`src/rtl/adc_spi_responder.sv`:
```
// ============================================================================
//  Module   : adc_spi_responder
//  Purpose  : SPI mode-0 slave that emulates an 8-channel, 12-bit serial ADC.
//             Each 16-SCLK frame returns 4 leading zeros plus the 12-bit
//             sample selected by the channel address sent in the previous
//             frame. Sample registers are loaded through a simple write strobe.
//             SCLK, CS_N and MOSI are oversampled in the i_Clk domain.
//  Ports    : i_Clk, i_Rst_L         system clock, synchronous active-low reset
//             i_SPI_Clk/CS_n/MOSI    SPI master pins (asynchronous)
//             o_SPI_MISO             conversion data, always driven
//             i_Wr_DV/Chan/Data      sample register write port
//             o_Cur_Chan             channel being shifted out this frame
//             o_Next_Chan            channel committed for the next frame
//             o_Frame_DV             one-cycle pulse on frame completion
//             o_Busy                 high while a frame is in progress
//  Revision : 1.0  initial release
// ============================================================================
`default_nettype none

module adc_spi_responder #(
    parameter int DATA_WIDTH = 12,
    parameter int FRAME_BITS = 16,
    parameter int NUM_CHAN   = 8
) (
    input  logic                  i_Clk,
    input  logic                  i_Rst_L,
    input  logic                  i_SPI_Clk,
    input  logic                  i_SPI_CS_n,
    input  logic                  i_SPI_MOSI,
    output logic                  o_SPI_MISO,
    input  logic                  i_Wr_DV,
    input  logic [2:0]            i_Wr_Chan,
    input  logic [DATA_WIDTH-1:0] i_Wr_Data,
    output logic [2:0]            o_Cur_Chan,
    output logic [2:0]            o_Next_Chan,
    output logic                  o_Frame_DV,
    output logic                  o_Busy
);

    localparam int CHAN_W = 3;
    localparam int CNT_W  = $clog2(FRAME_BITS + 1);
    localparam int PAD_W  = FRAME_BITS - DATA_WIDTH;
    // Position, before the final shift, of the bit captured on rise 3 (ADD2).
    localparam int ADDR_MSB = FRAME_BITS - 4;
    localparam logic [CNT_W-1:0] CNT_LAST = CNT_W'(FRAME_BITS - 1);

    typedef enum logic [1:0] {
        ST_IDLE      = 2'd0,
        ST_LOAD      = 2'd1,
        ST_SHIFT     = 2'd2,
        ST_WAIT_FALL = 2'd3
    } state_t;

    // ------------------------------------------------------------------
    // Pin synchronizers and edge detectors
    // ------------------------------------------------------------------
    logic r_sclk_meta_q, r_sclk_sync_q, r_sclk_prev_q;
    logic r_cs_meta_q,   r_cs_sync_q,   r_cs_prev_q;
    logic r_mosi_meta_q, r_mosi_sync_q, r_mosi_prev_q;

    always_ff @(posedge i_Clk) begin
        if (!i_Rst_L) begin
            r_sclk_meta_q <= 1'b0;
            r_sclk_sync_q <= 1'b0;
            r_sclk_prev_q <= 1'b0;
            // CS idles high so a reset never fabricates a select edge.
            r_cs_meta_q   <= 1'b1;
            r_cs_sync_q   <= 1'b1;
            r_cs_prev_q   <= 1'b1;
            r_mosi_meta_q <= 1'b0;
            r_mosi_sync_q <= 1'b0;
            r_mosi_prev_q <= 1'b0;
        end else begin
            r_sclk_meta_q <= i_SPI_Clk;
            r_sclk_sync_q <= r_sclk_meta_q;
            r_sclk_prev_q <= r_sclk_sync_q;
            r_cs_meta_q   <= i_SPI_CS_n;
            r_cs_sync_q   <= r_cs_meta_q;
            r_cs_prev_q   <= r_cs_sync_q;
            r_mosi_meta_q <= i_SPI_MOSI;
            r_mosi_sync_q <= r_mosi_meta_q;
            r_mosi_prev_q <= r_mosi_sync_q;
        end
    end

    logic w_sclk_rise, w_sclk_fall, w_cs_fall, w_cs_rise;

    // SCLK activity only counts while the device is selected.
    assign w_sclk_rise = r_sclk_sync_q & ~r_sclk_prev_q & ~r_cs_sync_q;
    assign w_sclk_fall = ~r_sclk_sync_q & r_sclk_prev_q & ~r_cs_sync_q;
    assign w_cs_fall   = ~r_cs_sync_q & r_cs_prev_q;
    assign w_cs_rise   = r_cs_sync_q & ~r_cs_prev_q;

    // ------------------------------------------------------------------
    // Sample registers
    // ------------------------------------------------------------------
    logic [DATA_WIDTH-1:0] r_sample_q [NUM_CHAN];
    logic [DATA_WIDTH-1:0] w_sample_d [NUM_CHAN];

    always_comb begin
        w_sample_d = r_sample_q;
        if (i_Wr_DV) begin
            w_sample_d[i_Wr_Chan] = i_Wr_Data;
        end
    end

    always_ff @(posedge i_Clk) begin
        if (!i_Rst_L) begin
            for (int i = 0; i < NUM_CHAN; i++) begin
                r_sample_q[i] <= '0;
            end
        end else begin
            r_sample_q <= w_sample_d;
        end
    end

    // ------------------------------------------------------------------
    // Frame state machine
    // ------------------------------------------------------------------
    state_t                r_state_q,     w_state_d;
    logic [CNT_W-1:0]      r_cnt_q,       w_cnt_d;
    logic [FRAME_BITS-1:0] r_rx_q,        w_rx_d;
    logic [FRAME_BITS-1:0] r_tx_q,        w_tx_d;
    logic                  r_miso_q,      w_miso_d;
    logic [CHAN_W-1:0]     r_cur_chan_q,  w_cur_chan_d;
    logic [CHAN_W-1:0]     r_next_chan_q, w_next_chan_d;
    logic                  r_frame_dv_q,  w_frame_dv_d;

    logic [FRAME_BITS-1:0] w_tx_load;

    // Reads the pre-write register value, so a write landing on the load
    // cycle only shows up from the following frame.
    assign w_tx_load = {{PAD_W{1'b0}}, r_sample_q[r_next_chan_q]};

    always_comb begin
        w_state_d     = r_state_q;
        w_cnt_d       = r_cnt_q;
        w_rx_d        = r_rx_q;
        w_tx_d        = r_tx_q;
        w_miso_d      = r_miso_q;
        w_cur_chan_d  = r_cur_chan_q;
        w_next_chan_d = r_next_chan_q;
        w_frame_dv_d  = 1'b0;

        case (r_state_q)
            ST_IDLE: begin
                w_miso_d = 1'b0;
                w_cnt_d  = '0;
                if (w_cs_fall) begin
                    w_state_d = ST_LOAD;
                end
            end

            ST_LOAD: begin
                w_tx_d       = w_tx_load;
                w_cur_chan_d = r_next_chan_q;
                w_miso_d     = w_tx_load[FRAME_BITS-1];
                w_cnt_d      = '0;
                w_state_d    = ST_SHIFT;
            end

            ST_SHIFT: begin
                if (w_sclk_rise) begin
                    w_rx_d = {r_rx_q[FRAME_BITS-2:0], r_mosi_prev_q};
                    if (r_cnt_q == CNT_LAST) begin
                        // The rise-3..5 bits sit one place lower before
                        // the final shift, so take them from r_rx_q.
                        w_next_chan_d = r_rx_q[ADDR_MSB -: CHAN_W];
                        w_frame_dv_d  = 1'b1;
                        w_cnt_d       = '0;
                        w_state_d     = ST_WAIT_FALL;
                    end else begin
                        w_cnt_d = r_cnt_q + CNT_W'(1);
                    end
                end else if (w_sclk_fall && (r_cnt_q != '0)) begin
                    w_tx_d   = {r_tx_q[FRAME_BITS-2:0], 1'b0};
                    w_miso_d = r_tx_q[FRAME_BITS-2];
                end
            end

            ST_WAIT_FALL: begin
                // Closing fall of a frame doubles as the load for the next
                // one, so CS may stay low indefinitely.
                if (w_sclk_fall) begin
                    w_tx_d       = w_tx_load;
                    w_cur_chan_d = r_next_chan_q;
                    w_miso_d     = w_tx_load[FRAME_BITS-1];
                    w_cnt_d      = '0;
                    w_state_d    = ST_SHIFT;
                end
            end

            default: begin
                w_state_d = ST_IDLE;
            end
        endcase

        // Deselect aborts any frame in flight; nothing is committed.
        if ((r_state_q != ST_IDLE) && w_cs_rise) begin
            w_state_d     = ST_IDLE;
            w_miso_d      = 1'b0;
            w_cnt_d       = '0;
            w_frame_dv_d  = 1'b0;
            w_next_chan_d = r_next_chan_q;
        end
    end

    always_ff @(posedge i_Clk) begin
        if (!i_Rst_L) begin
            r_state_q     <= ST_IDLE;
            r_cnt_q       <= '0;
            r_rx_q        <= '0;
            r_tx_q        <= '0;
            r_miso_q      <= 1'b0;
            r_cur_chan_q  <= '0;
            r_next_chan_q <= '0;
            r_frame_dv_q  <= 1'b0;
        end else begin
            r_state_q     <= w_state_d;
            r_cnt_q       <= w_cnt_d;
            r_rx_q        <= w_rx_d;
            r_tx_q        <= w_tx_d;
            r_miso_q      <= w_miso_d;
            r_cur_chan_q  <= w_cur_chan_d;
            r_next_chan_q <= w_next_chan_d;
            r_frame_dv_q  <= w_frame_dv_d;
        end
    end

    // The oldest RX bit is shifted out without ever being inspected.
    logic w_unused_rx_msb;
    assign w_unused_rx_msb = r_rx_q[FRAME_BITS-1];

    assign o_SPI_MISO  = r_miso_q;
    assign o_Cur_Chan  = r_cur_chan_q;
    assign o_Next_Chan = r_next_chan_q;
    assign o_Frame_DV  = r_frame_dv_q;
    assign o_Busy      = (r_state_q != ST_IDLE);

endmodule

`default_nettype wire

```
`config.mk`:
```
export PLATFORM = sky130hd
export DESIGN_NAME = adc_spi_responder
export DESIGN_NICKNAME = d
export VERILOG_FILES = /design/src/rtl/adc_spi_responder.sv
export SDC_FILE = /design/constraint.sdc
export NUM_CORES = 1
export LEC_CHECK = 0
export BUFFER_PORTS_ARGS = -buffer_cell sky130_fd_sc_hd__clkbuf_2
export CORE_ASPECT_RATIO = 1.25
export CORE_MARGIN = 3
export CORE_UTILIZATION = 30
export CTS_CLUSTER_DIAMETER = 150
export CTS_CLUSTER_SIZE = 8
export DETAILED_ROUTE_END_ITERATION = 8
export GPL_ROUTABILITY_DRIVEN = 0
export HOLD_SLACK_MARGIN = 0.05
export PLACE_DENSITY = 0.53
export SLEW_MARGIN = 20
export SYNTH_ARGS = -nofsm -noshare
export SYNTH_HDL_FRONTEND = slang
export SYNTH_SLANG_ARGS = --single-unit
export TNS_END_PERCENT = 100
```
`constraint.sdc`:
```
create_clock -name i_Clk -period 3.07 [get_ports i_Clk]
set_input_delay 0.4605 -clock i_Clk [delete_from_list [all_inputs] [get_ports i_Clk]]
set_output_delay 0.4605 -clock i_Clk [all_outputs]
set_load 0.02 [all_outputs]
```
## Word level (Yosys, flattened, before mapping)

Index checks and enable logic that the tools add are counted.

- Register bits: 148
- Output and inout port bits: 9

- Equality and inequality tests: 10
- Multiplexer cells: 26
- Bitwise gates (word level): 16
- $add $sub $neg: 1
- Reduce and logical (&&, ||, !) cells: 18
- Magnitude comparators: 3

Operators by type and width:

| operator | number |
|---|---|
| 96-bit bitwise mux | 1 |
| 15-bit two-way mux | 3 |
| 15-bit one-hot mux with 3 select lines | 1 |
| 12-bit binary-select mux with 3-bit select | 1 |
| 12-bit demux with 3-bit select | 1 |
| 12-bit two-way mux | 3 |
| 5-bit two-way mux | 3 |
| 5-bit one-hot mux with 3 select lines | 1 |
| 2-bit != test, second input constant | 6 |
| 4-bit AND reduction | 3 |
| 4-bit greater-or-equal comparator, second input constant | 2 |
| 2-bit two-way mux | 4 |
| 1-bit NOT | 8 |
| 3-bit NOT with 4-bit output | 2 |
| 2-bit one-hot mux with 4 select lines | 1 |
| 1-bit bitwise AND | 6 |
| 3-bit one-hot mux with 2 select lines | 1 |
| 2-bit AND reduction | 3 |
| 5-bit by 1-bit adder with 5-bit output, second input constant | 1 |
| 5-bit by 4-bit == test with 1-bit output, second input constant | 1 |
| 5-bit nonzero test | 1 |
| 2-bit == test, second input constant | 2 |
| 4-bit by 1-bit less-than comparator with 1-bit output, second input constant | 1 |
| 1-bit two-way mux | 4 |
| 10 further kinds | 14 |

## Depth between registers and ports, before layout

- Depth in word-level cells: 7
- Mapped depth: 8

## Worst setup path after synthesis

OpenSTA, ideal clock, no wires.

- Kind: reg2reg
- Start point: register r_next_chan_q[0], in the netlist o_Next_Chan[0]
- End point: register r_tx_q[10]
- Setup time: 0.138 ns
- Arrival time: 1.771 ns
- Cell stages (with the launch flop): 6
- Period minus slack after synthesis: 1.908 ns
- Buffers on the path: 2
- Setup slack: 1.162 ns
- Required time: 2.932 ns
- Cells stage by stage: dfxtp_1 -> buf_2 -> buf_2 -> mux4_2 -> mux2i_1 -> o221ai_1

- Word-level cells in the longest chain between the ends: 6

RTL lines:

| what | RTL line | RTL |
|---|---|---|
| from (decl) | 126 | `logic [CHAN_W-1:0] r_next_chan_q, w_next_chan_d;` |
| from (signal assigned) | 225 | `r_next_chan_q <= w_next_chan_d;` |
| 3-bit NOT with 4-bit output (not written as such) (*) | 133 | `assign w_tx_load = {{PAD_W{1'b0}}, r_sample_q[r_next_chan_q]};` |
| 12-bit binary-select mux with 3-bit select (*) | 133 |  |
| 12-bit two-way mux (not written as such) (*) (2 in series) | 133 |  |
| 15-bit two-way mux | 184 | `if (w_sclk_fall) begin` |
| 15-bit one-hot mux with 3 select lines (*) | 145 | `case (r_state_q)` |
| to (signal assigned) | 222 | `r_tx_q <= w_tx_d;` |
| to (decl) | 123 | `logic [FRAME_BITS-1:0] r_tx_q, w_tx_d;` |

Mark *: on every way between the ends. The rest lies on a longest branch, timed or not. The select of a mux whose other input is x is not followed.
A chain may end at the register's enable or synchronous reset.

## Worst setup path in the final report

- Start point: register r_next_chan_q[0], in the netlist o_Next_Chan[0]
- End point: output port o_Next_Chan[0]

RTL lines:

| what | RTL line | RTL |
|---|---|---|
| to (decl) | 35 | `output logic [2:0] o_Next_Chan,` |

No word-level cell between the ends.

==> results.md <==
* Syn avg cell area at 8.989 um2
* Worst path top cell family by delay: flip-flops
* YS warnings at 0
* Non-Filler Instances at 1010
* Cell area after synthesis at 6481 um2
* Synth Area in Adders at 0.003861
* RSZ-0062 raised after global routing: no
* DR vias/cell at 4.968
* Clock Tree Buf Depth at 2
* IO Count at 30
* Hold depth at 2
* Synth Flop Type: dfxtp_1
* Rel. slew slack at 0.4268
* Tot Pwr at 4.204 mW
* Ant. Diodes at 0
* Final Max Slew Viols at 0
* Fin. Hold Viols at 0
* Dpl cell area at 6838 um2
* Mux cell area share after synthesis at 0.1127
* Net Count, Synth at 744
* Post-route ant nets at 0
* Worst Hold Class: input port to flop
* Crit Path Max Fanout at 17
* Largest net degree at the start of global routing at 118
* Dpl hpwl at 10590 um
* WL/cell at 17.05 um
* Final Cell Area at 7412 um2
* CTS tree: built
* Stages on the worst setup path at 2
* Post-CTS resize count at 0
* Port Buf Inserts at 29
* Final WL at 17220 um
* Total GRT Usage at 0.1551
* Ys async rst share at 0
* WS Path Type: flop to output port
* Rows at 59
* Synth Area in Simple Gates at 0.2172
* Final worst-path cycle share at 0.7094
* Net Sw Frac at 0.2288
* R2R cell count at 4
* First-pass GRT wire length at 27810 um
* Nets at 747
* CTS Hold Bufs at 0
* FF/Latch Area at 2964 um2
* WP data arrival at 1.72 ns
* F_max at 459.2 MHz
* Hold_ws at 0.2238 ns
* Core ar. at 21040 um2
* CP max stage delay at 0.76 ns
* Setup TNS at 0 ns
* Critical Path, Cell by Cell: buf_4, clkbuf_2
* Final setup viols at 0
* Worst skew pair latency at 0.42 ns
* Layout fillers at 2198
* Critical Path RT at 2.61 ns
* Internal Power at 3.242 mW
* Max-cap viol count at 0
* Worst vdd ir at 0.0004131 V
* Vias in the first global route at 4985
* Footprint of the multi-input gates at 3191 um2
* Mapped Cells at 721
* P_sw at 0.9620 mW
* CP bufs+invs at 2
* Chip Width at 137.5 um
* Final min period at 2.178 ns
* CP endpoint kind: output port
* Root Buffer: clkbuf_16
* Kind of start point of the critical path: flop
* Post-synth EDFFs at 0
* Slowest-stage cell, CP: dfxtp_2
* Clk sinks at 148
* Initial core utilization at 0.3081
* Synth Register Bits at 148
* Comb pwr share at 0.048
* Fraction of synthesized cell area in xor and xnor cells at 0
* Post-CTS Setup Inserts at 0
* Vias at 5018
* Outcome: completed
* Clock slew at reported path FFs at 0.06 ns
* Largest family of logic cells by synthesized area: simple AND/OR/NAND/NOR gates
* Iter 0 DRT Violations at 345
* Library cells used by synthesis at 40
* Drt first pass iters at 4
* Residual DRC count at 0
* Gr ovfl total at 0
* Least-Margin Pin Slew at 0.8573 ns
* H-tree depth at 4
* Clock Power Share at 0.483
* Seq/Total Area, Yosys at 0.4571
* CTS Buf Count at 17
* Layout area overhead at 14.36%
* Sequential Power Share at 0.469
* Clock skew at 0.006619 ns
* Cells after DPL at 979
* Compound-Gate Fraction of Synth Area at 0.1585
* Die area at 23410 um2
* DIE HEIGHT at 170.3 um
* PD cells at 567.1 nW/um2
* Initial antenna violation count at 0
* Layout cells sized above 1 at 0.1481
* P_leak at 2.422 nW
==> final cells by class <==
type	instances	area share
Clock buffer	19	0.05976
Timing Repair Buffer	50	0.04288
Clock inverter	12	0.01772
Multi-Input combinational cell	501	0.4305
Inverter	6	0.003038
Tap cell	274	0.04625
Sequential cell	148	0.3999
==> synthesized netlist by cell type, drive strengths merged, types with 2 or more instances <==
cell	count	area [um2]
nand2	239	897.1
dfxtp	148	2963
a21boi	111	833.3
clkbuf	46	172.7
mux4	24	540.5
buf	20	132.6
mux2i	19	190.2
nand4	12	75.07
nand2b	11	76.32
nor2	11	41.29
o221ai	11	96.34
nor2b	10	62.56
and2	8	50.05
nand3	7	35.03
a21oi	6	30.03
inv	6	22.52
nor3	5	25.02
ha	2	25.02
nand4b	2	17.52
nand4bb	2	22.52
nor3b	2	15.01
nor4	2	18.77
o21ai	2	10.01
or4	2	15.01
==> routing by layer <==
| layer | global-route usage | vias to the layer above | wire (um) |
|---|---|---|---|
| met5 | 0 | - | 0 |
| met4 | 0.04688 | 0 | 268 |
| met3 | 0.03903 | 18 | 876 |
| met2 | 0.2462 | 117 | 8188 |
| met1 | 0.2079 | 2427 | 7885 |
| li1 | - | 2456 | - |
==> cell usage in the layout (no fill, tap or decap), types with 11 or more instances in the layout <==
master / synthesis / final
clkbuf_2: 0 / 28
a21boi_0: 111 / 111
clkbuf_16: 0 / 17
nand4_1: 12 / 12
mux4_2: 24 / 24
dfxtp_1: 148 / 147
o221ai_1: 11 / 11
buf_4: 13 / 21
nor2_1: 11 / 11
nand2_1: 239 / 239
mux2i_1: 19 / 19
==> sequential cells by signal, summed over array words and instances, names as in the netlist <==
| name | count |
|---|---|
| r_sample_q | 96 |
| r_tx_q | 15 |
| r_rx_q | 13 |
| r_cnt_q | 5 |
| o_Cur_Chan | 3 |
| o_Next_Chan | 3 |
| r_state_q | 2 |
| o_Frame_DV | 1 |
| o_SPI_MISO | 1 |
| r_cs_meta_q | 1 |
| r_cs_prev_q | 1 |
| r_cs_sync_q | 1 |
| r_mosi_meta_q | 1 |
| r_mosi_prev_q | 1 |
| r_mosi_sync_q | 1 |
| r_sclk_meta_q | 1 |
| r_sclk_prev_q | 1 |
| r_sclk_sync_q | 1 |
==> final timing paths <==
| kind | startpoint | to | slack [ns] |
|---|---|---|---|
| min reg2reg | r_cs_meta_q$_SDFF_PN1_ | r_cs_sync_q$_SDFF_PN1_ | 0.42 |
| max reg2reg | o_Next_Chan[0]$_SDFFE_PN0P_ | r_tx_q[11]$_SDFFE_PN0P_ | 1.06 |
| max | o_Next_Chan[0]$_SDFFE_PN0P_ | o_Next_Chan[0] | 0.89 |
| min | i_SPI_CS_n | r_cs_meta_q$_SDFF_PN1_ | 0.22 |
==> cell families (layout without fill, tap and decap cells) <==
logic type / Yosys count / in the layout
fa+ha+maj: 2 / 2
compound gates: 137 / 137
flops: 148 / 148
buf+inv: 72 / 87
mux: 43 / 43
simple gates: 319 / 319
==> metrics by stage <==
stage          utilization  setup WS (ns)
6_report            0.3523         0.8921
3_5_place_dp        0.3250          1.023
4_1_cts             0.3523         0.8195
5_1_grt             0.3523         0.7549
2_1_floorplan            -          1.162
3_3_place_gp        0.3250          1.055
==> power groups by stage <==
| stage | clock network, mW | logic (mW) | registers [mW] |
|---|---|---|---|
| 2_1_floorplan | 0 | 0.144 | 2.01 |
| 3_3_place_gp | 0 | 0.202 | 2.01 |
| 3_5_place_dp | 0 | 0.203 | 2.01 |
| 4_1_cts | 2.08 | 0.203 | 1.97 |
| 5_1_grt | 2.16 | 0.224 | 1.97 |
| 6_report | 2.03 | 0.202 | 1.97 |
No activity file was read; power rests on OpenSTA's default activity.
